## config.mk

```make
export PLATFORM = sky130hd
export DESIGN_NAME = serial_tx
export DESIGN_NICKNAME = d
export VERILOG_FILES = /design/src/rtl/serial_pkg.sv /design/src/rtl/baud_tick.sv /design/src/rtl/serial_tx.sv
export SDC_FILE = /design/constraint.sdc
export NUM_CORES = 1
export LEC_CHECK = 0
export CAP_MARGIN = 20
export CORE_AREA = 2 2 48 50
export CTS_CLUSTER_SIZE = 25
export DETAILED_ROUTE_END_ITERATION = 8
export DIE_AREA = 0 0 50 52
export PLACE_DENSITY_LB_ADDON = 0.05
export SLEW_MARGIN = 5
export SYNTH_ARGS = -nofsm -noshare
export SYNTH_HDL_FRONTEND = slang
export SYNTH_SLANG_ARGS = --single-unit
```

## constraint.sdc

```tcl
create_clock -name clk -period 3 [get_ports clk]
set_clock_uncertainty 0.1 [all_clocks]
set_input_delay 0.9 -clock clk [delete_from_list [all_inputs] [get_ports clk]]
set_output_delay 0.9 -clock clk [all_outputs]
set_load 0.02 [all_outputs]
```

## src/rtl/serial_pkg.sv

```systemverilog
// Shared definitions for the serial link transmitter and receiver: FSM states, line levels, parity.
// Pure declarations; no latency or backpressure of its own.
package serial_pkg;

  typedef enum logic [2:0] {
    IDLE,
    START,
    DATA,
    PARITY,
    STOP
  } serial_state_t;

  localparam logic IDLE_LEVEL  = 1'b1;
  localparam logic START_LEVEL = 1'b0;
  localparam int   MAX_DATA_W  = 9;

  // Narrower words are zero-extended by the caller, which leaves the XOR unchanged.
  function automatic logic calc_parity(input logic [MAX_DATA_W-1:0] data, input logic odd);
    return (^data) ^ odd;
  endfunction

endpackage

```

## src/rtl/baud_tick.sv

```systemverilog
// Bit-time counter: one-cycle tick on the last cycle of every CLKS_PER_BIT window while enabled.
// Dropping enable clears the count, so each enabled period starts with a full bit time; no backpressure.
module baud_tick #(
  parameter int CLKS_PER_BIT = 16
) (
  input  logic clk,
  input  logic rst_n,
  input  logic enable,
  output logic tick
);

  localparam int CNT_W = (CLKS_PER_BIT > 1) ? $clog2(CLKS_PER_BIT) : 1;
  localparam logic [CNT_W-1:0] LAST = CNT_W'(CLKS_PER_BIT - 1);

  logic [CNT_W-1:0] cnt_q;

  assign tick = enable && (cnt_q == LAST);

  always_ff @(posedge clk or negedge rst_n) begin
    if (!rst_n) begin
      cnt_q <= '0;
    end else if (!enable || tick) begin
      cnt_q <= '0;
    end else begin
      cnt_q <= cnt_q + CNT_W'(1);
    end
  end

endmodule

```

## src/rtl/serial_tx.sv

```systemverilog
// UART-style transmitter: start bit, data LSB first, optional parity, stop bit(s); registered tx_out.
// Frame is (1+DATA_W+PARITY_EN+STOP_BITS)*CLKS_PER_BIT cycles; tx_ready low for the whole frame, no queuing.
module serial_tx
  import serial_pkg::*;
#(
  parameter int CLKS_PER_BIT = 16,
  parameter int DATA_W       = 8,
  parameter int PARITY_EN    = 0,
  parameter int PARITY_ODD   = 0,
  parameter int STOP_BITS    = 1
) (
  input  logic              clk,
  input  logic              rst_n,
  input  logic [DATA_W-1:0] tx_data,
  input  logic              tx_valid,
  output logic              tx_ready,
  output logic              tx_out,
  output logic              tx_busy
);

  if (CLKS_PER_BIT < 2 || DATA_W < 5 || DATA_W > MAX_DATA_W ||
      (PARITY_EN != 0 && PARITY_EN != 1) || (PARITY_ODD != 0 && PARITY_ODD != 1) ||
      (STOP_BITS != 1 && STOP_BITS != 2)) begin : g_bad_param
    $error("serial_tx: illegal parameter combination");
  end

  localparam int BCNT_W = $clog2(DATA_W + 1);
  localparam logic [BCNT_W-1:0] LAST_BIT  = BCNT_W'(DATA_W - 1);
  localparam logic [BCNT_W-1:0] LAST_STOP = BCNT_W'(STOP_BITS - 1);

  serial_state_t     state_q, state_d;
  logic [DATA_W-1:0] shift_q, shift_d;
  logic [BCNT_W-1:0] bit_cnt_q, bit_cnt_d;
  logic              parity_q, parity_d;
  logic              tx_out_q, tx_out_d;
  logic              ready_q;
  logic              bit_tick;

  baud_tick #(
    .CLKS_PER_BIT(CLKS_PER_BIT)
  ) u_baud (
    .clk   (clk),
    .rst_n (rst_n),
    .enable(state_q != IDLE),
    .tick  (bit_tick)
  );

  always_comb begin
    state_d   = state_q;
    shift_d   = shift_q;
    bit_cnt_d = bit_cnt_q;
    parity_d  = parity_q;
    case (state_q)
      IDLE: begin
        if (tx_valid && ready_q) begin
          shift_d   = tx_data;
          parity_d  = calc_parity(MAX_DATA_W'(tx_data), PARITY_ODD != 0);
          bit_cnt_d = '0;
          state_d   = START;
        end
      end
      START: begin
        if (bit_tick) state_d = DATA;
      end
      DATA: begin
        if (bit_tick) begin
          shift_d = shift_q >> 1;
          if (bit_cnt_q == LAST_BIT) begin
            bit_cnt_d = '0;
            state_d   = (PARITY_EN != 0) ? PARITY : STOP;
          end else begin
            bit_cnt_d = bit_cnt_q + BCNT_W'(1);
          end
        end
      end
      PARITY: begin
        if (bit_tick) state_d = STOP;
      end
      STOP: begin
        // bit_cnt is reused to count stop bits
        if (bit_tick) begin
          if (bit_cnt_q == LAST_STOP) begin
            bit_cnt_d = '0;
            state_d   = IDLE;
          end else begin
            bit_cnt_d = bit_cnt_q + BCNT_W'(1);
          end
        end
      end
      default: state_d = IDLE;
    endcase

    // Line level follows the next state so the register lines up with the state change.
    tx_out_d = IDLE_LEVEL;
    case (state_d)
      START:   tx_out_d = START_LEVEL;
      DATA:    tx_out_d = shift_d[0];
      PARITY:  tx_out_d = parity_d;
      default: tx_out_d = IDLE_LEVEL;
    endcase
  end

  always_ff @(posedge clk or negedge rst_n) begin
    if (!rst_n) begin
      state_q   <= IDLE;
      shift_q   <= '0;
      bit_cnt_q <= '0;
      parity_q  <= 1'b0;
      tx_out_q  <= IDLE_LEVEL;
      ready_q   <= 1'b0;
    end else begin
      state_q   <= state_d;
      shift_q   <= shift_d;
      bit_cnt_q <= bit_cnt_d;
      parity_q  <= parity_d;
      tx_out_q  <= tx_out_d;
      ready_q   <= (state_d == IDLE);
    end
  end

  assign tx_ready = ready_q;
  assign tx_out   = tx_out_q;
  assign tx_busy  = (state_q != IDLE);

endmodule

```

==> Word-level counts from Yosys, hierarchy flattened <==
Index checks and enable logic that the tools add are counted.
{ "totals": {"elab_cells": 56, "reg_bits": 22} }
{ "op_classes": {"n_reduce_logical": 13, "add_sub_neg": 2, "n_eq_ne": 12, "mux": 21} }
{ "op_table": {"columns": ["op", "n"], "rows": [
  ["$mux 4", 6],
  ["$mux 3", 7],
  ["$mux 8", 2],
  ["$pmux 8 s2", 1],
  ["$pmux 3 s5", 1],
  ["$eq 3x2->1 const B", 4],
  ["$pmux 4 s3", 1],
  ["$reduce_xor 9->1", 1],
  ["$add 4x1->4 const B", 2],
  ["$eq 3x1->1 const B", 2],
  ["$logic_not 3->1", 2],
  ["$reduce_bool 3->1", 2],
  ["$eq 4x3->1 const B", 1],
  ["$eq 4x4->1 const B", 1],
  ["$logic_not 4->1", 1],
  ["$ne 2x1->1 const B", 2],
  ["$reduce_and 4->1", 1],
  ["$eq 3x3->1 const B", 1],
  ["$pmux 1 s3", 1],
  ["$reduce_and 3->1", 1],
  ["$logic_and 1x1->1", 2],
  ["$mux 1", 2],
  ["$ne 2x2->1 const B", 1],
  ["$reduce_bool 2->1", 1],
  ["2 further kinds", 2]
]} }

==> Logic depth before layout (Yosys ltp) <==
Gate-level depths: netlist of the first run.
{ "logic_depth": {"depth_word": 6, "depth_mapped": 6, "mapped_depth_nobuf": 6} }

==> Cells and area by module <==
A second synthesis of the first run with hierarchy kept.
{ "unflattened": {"cells_unflattened": 111, "area_unflattened_um2": 1192.4} }
{ "by_module_without_submodules": {"columns": ["mod", "n_inst", "area_per_inst_um2", "seq_area_each_um2", "cells_per_inst"], "rows": [
  ["serial_tx", 1, 1018.5, 451.7, 96],
  ["baud_tick", 1, 173.9, 100.1, 15]
]} }

==> Worst setup path after synthesis of the first run <==
Ideal clock, no wire load.
{ "synth_path": {"path_type": "reg-to-output", "startpoint": "reg state_q[2]", "endpoint": "out tx_busy", "path_slack_ps": 1066, "stages_incl_launch_ff": 3, "arrival_ps": 934, "cell_sequence": "dfrtp_1 or3_1 buf_6"} }
{ "synth_via": {"elab_chain_len": 1} }
{ "synth_rtl": {"columns": ["element", "line", "source"], "rows": [
  ["from (decl)", "serial_tx.sv:31", "serial_state_t state_q, state_d;"],
  ["from (signal assigned)", "serial_tx.sv:112", "state_q <= state_d;"],
  ["$reduce_bool 3->1", "serial_tx.sv:123", "assign tx_busy = (state_q != IDLE);"],
  ["to (decl)", "serial_tx.sv:18", "output logic tx_busy"]
]} }
No other way between the ends.

==> Worst setup path after layout of the first run <==
Ends and elaborated chain as after synthesis.

==> results of run 1 <==
[area by class of cell]
class | count | area (sq um) | area share [%]
inverter | 6 | 22.52 | 1.727
sequential | 22 | 551.8 | 42.32
tap | 28 | 35.03 | 2.687
multi-input combinational | 83 | 513.0 | 39.35
clock buffer | 4 | 36.28 | 2.783
timing repair buffer | 15 | 145.1 | 11.13
[synth_stat cells (2+ instances only)]
cell     instances
dfrtp_1         21
nand2_1         19
nor2_1          10
xnor2_1          8
a22oi_1          6
inv_1            6
a21oi_1          4
nand3_1          4
ha_1             3
nor3_1           3
o21ai_0          3
and3_1           2
o21ai_1          2
o22ai_1          2
or3b_1           2
xor2_1           2
[state kept, by name, indices dropped and copies added, names as in the netlist]
name,flops
tx_out,1
shift_q,8
u_baud.cnt_q,4
state_q,3
tx_ready,1
bit_cnt_q,4
parity_q,1
[cells by family after synthesis]
group	after synthesis
XOR/XNOR	10
AND/OR/NAND/NOR	46
flip-flops	22
AO/OA/AOI/OAI	24
buffers and inverters	8
adder cells (fa/ha/maj)	3
[power groups by stage]
stage               combinational [mW]  clock, mW  sequential (mW)
detailed placement               0.319          0            0.491
finish                           0.313      0.154            0.486
CTS                              0.320      0.161            0.486
global placement                 0.307          0            0.489
global route                     0.358      0.171            0.501
floorplan                        0.225          0            0.490
[metal layers]
layer,GRT usage (%),vias up,share of wire [%]
met2,30.48,7,50
met4,5.556,0,0.52
met5,0,-,0
li1,-,427,-
met3,1.724,2,1.8
met1,22.37,401,47
[stage by stage]
stage               hold slack (ns)  cells
floorplan                    0.3295    113
global placement             0.3466    154
detailed placement           0.3572    154
CTS                          0.3738    158
global route                 0.3935    158
finish                       0.3730    158
[layout by cell type (no fill, tap or decap), drive strengths merged]
cell            n
a21o            1
a21oi           4
a221o           1
a22o            1
a22oi           6
a31o            1
a32oi           1
and2            1
and2b           1
and3            2
and3b           1
buf             2
clkbuf          4
clkdlybuf4s50  13
dfrtp          21
dfstp           1
ha              3
inv             6
nand2          19
nand2b          1
nand3           4
nor2           10
nor3            3
o21ai           5
o221ai          1
o22a            1
o22ai           2
or2             1
or3             1
or3b            2
xnor2           8
xor2            2
[worst reg2reg max path: cells and delay by family (launching register included)]
family	cells	cell delay, ns
flip-flops	1	0.45
AO/OA/AOI/OAI	3	0.72
AND/OR/NAND/NOR	2	0.60
[final timing paths]
check | startpoint | to | slack, ns | cells after the start
max in group asynchronous | rst_n | shift_q[6] | 1.41 | 2
worst max register to register | state_q[2] | tx_out | 1.04 | 5
worst min-delay path | u_baud.cnt_q[0] | u_baud.cnt_q[0] | 0.37 | 1
worst min register to register | u_baud.cnt_q[0] | u_baud.cnt_q[0] | 0.37 | 1
min in group asynchronous | rst_n | u_baud.cnt_q[2] | 0.84 | 1
worst max-delay path | state_q[2] | tx_busy | 0.17 | 2
==> key figures, run 1 <==
Run status
  • Status: finished clean

Timing
  • Setup TNS: 0 ns
  • Post-layout min period: 2.833 ns
  • Slew Limit Fails: 0
  • Final Hold Fails: 0
  • Max-slew headroom: between 60% and 70%
  • Unrepaired setup endpoints after global routing: no
  • # setup viols final: 0
  • Worst setup margin: around 0.17 ns
  • Worst-Margin Slew: about 0.54 ns
  • Fmax: 0.3530 GHz
  • Final Cycle Share: a little over nine tenths

Yosys
  • Post-Syn Area: about 1100 sq um
  • XOR/XNOR Fraction of Synth Area: 7.937%
  • Post-Synth Simple-Gate Area: 19.50%
  • Compound-Gate Fraction of Synth Area: between 10% and 20%
  • Ys Warns: 0
  • Register area share after synthesis: 50.00%
  • Ys async rst share: 100.0%
  • Largest family of logic cells by synthesized area: simple AND/OR/NAND/NOR gates
  • Main flop type after synthesis: dfrtp_1
  • Mapped Nets: around 130
  • Post-Synth Adder-Cell Area: under 10%
  • Netlist cell types: 32
  • Avg Cell Area, Syn: 9.766 sq um
  • Synth top area cells: dfrtp_1, nand2_1, xnor2_1, a22oi_1, ha_1
  • Mapped Cells: roughly 110
  • Mux contribution to synthesized area: 0%
  • Number of synthesized flops with an enable pin: 0
  • Area share of the largest cell type after synthesis: between 40% and 50%
  • Post-synth top area cell: dfrtp_1
  • Count of state elements after synthesis: 22

Die
  • Full die area: between 2000 and 3000 sq um
  • Die width: around 50 microns
  • Initial Utilization: a little over half
  • IO Pins: 14
  • Core area: approximately 2100 sq um
  • Row cnt: 17
  • Die H: around 52 microns

Pwr
  • Max IR drop VDD: about 0.45 mV
  • Flop pwr share: about half
  • Clock share of power: between 10% and 20%
  • Total power: around 0.95 mW
  • Logic pwr share: roughly a third
  • PwrDens: between 700 and 800 nW/um^2
  • Sw Share: 32.82%
  • Pint: 0.6407 mW
  • Leak pwr: 0.5902 nW
  • Psw: 0.3130 mW

CTS
  • Clk_lat worst skew: around 0.29 ns
  • Num CTS Buffers: 3
  • CTS Root Cell: clkbuf_4
  • Clk buf depth: 2
  • Post-CTS Hold Fix Bufs: 0
  • Post-CTS sizing: 0
  • CTS tree: built
  • Worst-path clk slew: around 0.12 ns
  • Post CTS Setup Buffer Count: 0
  • CTS Sinks: 22
  • CTS H-tree depth: 1

Setup path
  • CP Capture Type: primary output
  • Crit-path max cell delay: 0.58 ns
  • Crit path max fanout: 7
  • Crit-path cells: or3_1, clkdlybuf4s50_1
  • Top delay family on crit path: buffers and inverters
  • Req. time, crit path: around 2.0 ns
  • CP max-delay cell: clkdlybuf4s50_1
  • Critical Path AT: roughly 1.8 ns
  • CP Buf/Inv Count: 1
  • Critical path launch point type: flip-flop
  • Critical path class: flip-flop to primary output

Placed design
  • Area post-placement: approximately 1300 sq um
  • GPL Wtd Cong: 0.7249
  • Pre-CTS setup slack: around 0.5 ns
  • PortBufs: 13
  • Final HPWL DP: 1547 microns

Drt
  • Post-Route WL: around 1900 microns
  • Wire per inst: between 10 and 15 microns
  • 1st-pass router iterations: 4
  • Final ANT Viol Nets: 0
  • First DRT Iteration DRCs: 20
  • DR vias/cell: between 5 and 6
  • Vias: 837
  • Drt drc: 0

Global routing
  • Largest net degree at the start of global routing: 14
  • First-pass GRT wire length: roughly 3500 microns
  • Global route overflow: 0
  • Total GRT Usage: between 10% and 20%
  • Antenna violations before repair: 0
  • Vias in the first global route: ~840

Final layout
  • Inserted Diodes: 0
  • Nets@finish: roughly 150
  • Final Cell Area: roughly 1300 sq um
  • Layout Area Growth over Synthesis: 18.14%
  • Fillers: 179
  • Layout cells sized above 1: approximately 7.7%
  • Final Util: 61.91%

Job
  • Max-cap check violation count: 0

Worst hold path
  • Worst hold path class: flip-flop to flip-flop
Power figures use the tool's default switching activity.
==> inputs of run 2 (changes only) <==
--- a/config.mk
+++ b/config.mk
@@ -5,7 +5,7 @@
 export SDC_FILE = /design/constraint.sdc
 export NUM_CORES = 1
 export LEC_CHECK = 0
-export CAP_MARGIN = 20
+export CAP_MARGIN = 10
 export CORE_AREA = 2 2 48 50
 export CTS_CLUSTER_SIZE = 25
 export DETAILED_ROUTE_END_ITERATION = 8
==> results of run 2 <==
The final DEF is identical to that of run 1; final timing and power are the same.
